$ cat config.mk
export PLATFORM = sky130hd
export DESIGN_NAME = run_length_detector
export DESIGN_NICKNAME = d
export VERILOG_FILES = /design/src/rtl/run_length_detector.sv
export SDC_FILE = /design/constraint.sdc
export NUM_CORES = 1
export LEC_CHECK = 0
export ABC_AREA = 1
export ABC_CLOCK_PERIOD_IN_PS = 1700
export CORE_ASPECT_RATIO = 1.25
export CORE_MARGIN = 8
export CORE_UTILIZATION = 53
export DETAILED_ROUTE_END_ITERATION = 10
export DONT_BUFFER_PORTS = 1
export PLACE_DENSITY_LB_ADDON = 0.25
export SKIP_CTS_REPAIR_TIMING = 1
export SLEW_MARGIN = 25
export SYNTH_ARGS = -nofsm -noshare
export SYNTH_HDL_FRONTEND = slang
export SYNTH_SLANG_ARGS = --single-unit
$ cat constraint.sdc
create_clock -name clk -period 1.7 [get_ports clk]
set_input_delay 0.34 -clock clk [delete_from_list [all_inputs] [get_ports clk]]
set_output_delay 0.34 -clock clk [all_outputs]
set_load 0.05 [all_outputs]
$ cat src/rtl/run_length_detector.sv
// rtl/run_length_detector.sv - serial run-length / alternating-run detector with saturating counters
module run_length_detector #(
  parameter int N  = 2,
  parameter int CW = 4
) (
  input  logic          clk,
  input  logic          rst_n,
  input  logic          en,
  input  logic          w,
  input  logic [1:0]    mode,
  output logic          out,
  output logic [CW-1:0] run_len,
  output logic          last_w,
  output logic [CW-1:0] hit_cnt
);

  localparam logic [CW-1:0] CNT_MAX = '1;
  localparam logic [CW-1:0] CNT_ONE = CW'(1);
  localparam logic [CW-1:0] CNT_N   = CW'(N);

  logic          valid;
  logic [CW-1:0] alt_run;
  logic [CW-1:0] run_nxt;
  logic [CW-1:0] alt_nxt;
  logic [CW-1:0] hit_nxt;
  logic          out_nxt;

  function automatic logic [CW-1:0] sat_inc(input logic [CW-1:0] x);
    return (x == CNT_MAX) ? x : x + CNT_ONE;
  endfunction

  // out is decided from the post-edge counts so a hit shows on the same edge
  always_comb begin
    run_nxt = CNT_ONE;
    alt_nxt = CNT_ONE;
    if (valid) begin
      if (w == last_w) run_nxt = sat_inc(run_len);
      else             alt_nxt = sat_inc(alt_run);
    end
    case (mode)
      2'b00:   out_nxt = (run_nxt >= CNT_N);
      2'b01:   out_nxt = (run_nxt >= CNT_N) && w;
      2'b10:   out_nxt = (run_nxt >= CNT_N) && !w;
      default: out_nxt = (alt_nxt >= CNT_N);
    endcase
    hit_nxt = (!out && out_nxt) ? sat_inc(hit_cnt) : hit_cnt;
  end

  always_ff @(posedge clk or negedge rst_n) begin
    if (!rst_n) begin
      valid   <= 1'b0;
      last_w  <= 1'b0;
      run_len <= '0;
      alt_run <= '0;
      out     <= 1'b0;
      hit_cnt <= '0;
    end else if (en) begin
      valid   <= 1'b1;
      last_w  <= w;
      run_len <= run_nxt;
      alt_run <= alt_nxt;
      out     <= out_nxt;
      hit_cnt <= hit_nxt;
    end
  end

endmodule

==> qor.yml <==
floorplan:
  placeableCoreArea_um2: 1740
  die_area_um2: 3470
  die_h_um: 63.9
  die_w_um: 54.3
  rows: 17
  io_pins: 16
  start_util_pct: 55.7
logic_synthesis:
  synth_nets: 137
  yosysTopAreaCell: "dfrtp_1"
  synthCells: 125
  ys_types: 20
  synth_edf_count: 0
  async_flop_share_pct: 100
  ys.flop_type: "dfrtp_1"
  syn_area_per_cell_um2: 7.78
  yosys-top-cells-area: "dfrtp_1 39%, nand2_1 15%, ha_1 7.7%"
  synth_top_area_share_pct: 38.6
  yosysSeqAreaShare_pct: 38.6
  synth-seq-cells: 15
  netlist_area_um2: 972
  yosys_warnings: 0
drt:
  drc: 0
  drtAntennaViolNets: 0
  via_count: 818
  drtIter0Drc: 14
  firstDrtPassIters: 4
  totalWireLength_um: 1900
  wire_per_inst_um: 12.1
  viasPerCell: 5.21
clock_tree:
  cts_inserted_buffers: 3
  htree_levels: 1
  cts_tree: "yes"
  cts_sinks: 15
  root_buffer: "clkbuf_4"
  cts.clk_slew.worst_paths_ns: 0.09
  cts_buffer_depth: 2
  worstSkewPairLatency_ns: 0.28
global_route:
  track_usage_pct: 12.4
  antenna_found_initial: 0
  grt_pass1_vias: 851
  grt_start_max_net_pins: 16
  overflow: 0
  grt_pass1_wl_um: 3440
worst_hold_path:
  hp-class: "input port to flip-flop"
  whs_path_depth: 1
  holdCritStartpoint: "en"
  min_to: "out$_DFFE_PN0P_"
sta:
  finalSetupTns_ns: 0
  worst_pin_slew_ns: 0.686
  period_share_pct: 90.9
  setup_ws_ns: 0.155
  slew_headroom_pct: 54.1
  holdWs_ns: 0.156
  finClkSkew_ns: 0.00738
  finalSetupViolations: 0
  min_period_ns: 1.55
  rsz0062_at_grt: "no"
  max_freq_ghz: 0.647
  maxSlewViolCount: 0
  hold_viol_final: 0
final_layout:
  seq_area_um2: 378
  multiInputGateArea_um2: 528
  final_cell_mix: "39 x nand2_1, 16 x inv_1, 13 x dfrtp_1"
  final_layout_size_suffix_gt1_share_pct: 20.3
  syn2layout_area_growth_pct: 13.4
  final_common_cell: "nand2_1"
  antenna_cells: 0
  fill_cells: 150
  num-nets-final: 151
critical_path:
  rr_startpoint: "alt_run[0]$_DFFE_PN0P_"
  worstPathArrival_ns: 1.73
  criticalPathCategory: "flip-flop to flip-flop"
  slowest_delay_ns: 0.43
  rrSetupSlack_ns: 0.15
  cp-end-kind: "flip-flop"
  startpoint_type: "flip-flop"
  path_cells: "ha_1 -> inv_1 -> nand2_1 -> nand3_1 -> o21bai_2 -> nand2_1 -> nand2_2 -> nand2_4 -> nand3_4 -> nand2_1 -> nand2_1"
  cp_max_fo: 6
  crit_top_cell: "nand2_1"
  r2r_end: "hit_cnt[2]$_DFFE_PN0P_"
  r2r_cells: 11
  cp.required_ns: 1.89
  cpMaxStageDelayCell: "dfrtp_1"
placement:
  gp_congestion: 0.832
  pre_cts_slack_ns: 0.177
  portBuffers: 0
  dp_hpwl_um: 1500
run:
  drv_cap: 0
run_status:
  status: "finished, final reports clean"
power:
  power_per_cell_area_nw_per_um2: 1450
  power_uw: 1600
  peakVddDrop_v: 0.00107
  power.leakage_uw: 0.000576
## cells in the mapped netlist, types with 3 or more instances
cell type	instances
nand2_1	39
inv_1	16
dfrtp_1	15
nand3_1	10
o21ai_0	9
nand4_1	7
ha_1	6
nand2_2	4
nor2_1	4
nand3_2	3
xor2_1	3
## final cells by class
cell class	instances	area share, %
Timing Repair Buffer	11	7.72
Multi-Input combinational cell	92	47.9
Clock buffer	3	2.04
Inverter	16	5.45
Tap cell	19	2.16
Clock inverter	1	0.454
Sequential cell	15	34.3
## stage by stage
| step | instance area (um2) | cells | utilization (%) |
|---|---|---|---|
| after global routing | 1100 | 157 | 63.2 |
| after CTS | 1090 | 156 | 62.6 |
| final | 1100 | 157 | 63.2 |
| after global placement | 1060 | 152 | 61.0 |
| after floorplan | 975 | 125 | - |
| after detailed placement | 1060 | 152 | 61.0 |
## flip-flops by register name, summed over array words and instances (netlist names)
name	cells
alt_run	4
hit_cnt	4
last_w	1
valid	1
out	1
run_len	4
## how the worst max path moves through the flow
stage                                       from  slack (ns)                      to
after global placement    run_len[1]$_DFFE_PN0P_        0.21  hit_cnt[2]$_DFFE_PN0P_
after global routing      run_len[1]$_DFFE_PN0P_        0.02  hit_cnt[2]$_DFFE_PN0P_
after detailed placement  alt_run[0]$_DFFE_PN0P_        0.18  hit_cnt[3]$_DFFE_PN0P_
after floorplan           run_len[0]$_DFFE_PN0P_        0.09  hit_cnt[2]$_DFFE_PN0P_
after CTS                 alt_run[0]$_DFFE_PN0P_        0.15  hit_cnt[2]$_DFFE_PN0P_
final                     alt_run[0]$_DFFE_PN0P_        0.15  hit_cnt[2]$_DFFE_PN0P_
## power breakdown
group,switching (uW),internal [uW],total [uW]
clock network,115,87.4,202
logic,572,266,837
registers,106,454,560
total,793,807,1600
## metal layers
metal / share of wire (%) / track usage (%)
met2: 46 / 19.7
met4: 2.3 / 5.25
met1: 46 / 14.7
met5: 0 / 0
met3: 5.5 / 3.94
## logic make-up (layout without fill, tap and decap cells)
family                   Yosys count  after routing  synth area share (%)
AO/OA/AOI/OAI                     11             11                  6.31
flip-flops                        15             15                  38.6
AND/OR/NAND/NOR                   71             71                  36.7
buffers and inverters             18             31                  7.08
XOR/XNOR                           4              4                  3.60
adder cells (fa/ha/maj)            6              6                  7.72
## critical path: cells and delay by family (launching register included)
kind | cells | cell delay (ns)
AO/OA/AOI/OAI | 1 | 0.08
flip-flops | 1 | 0.43
adder cells (fa/ha/maj) | 1 | 0.26
AND/OR/NAND/NOR | 8 | 0.61
buffers and inverters | 1 | 0.07
No activity file was read; power rests on OpenSTA's default activity.
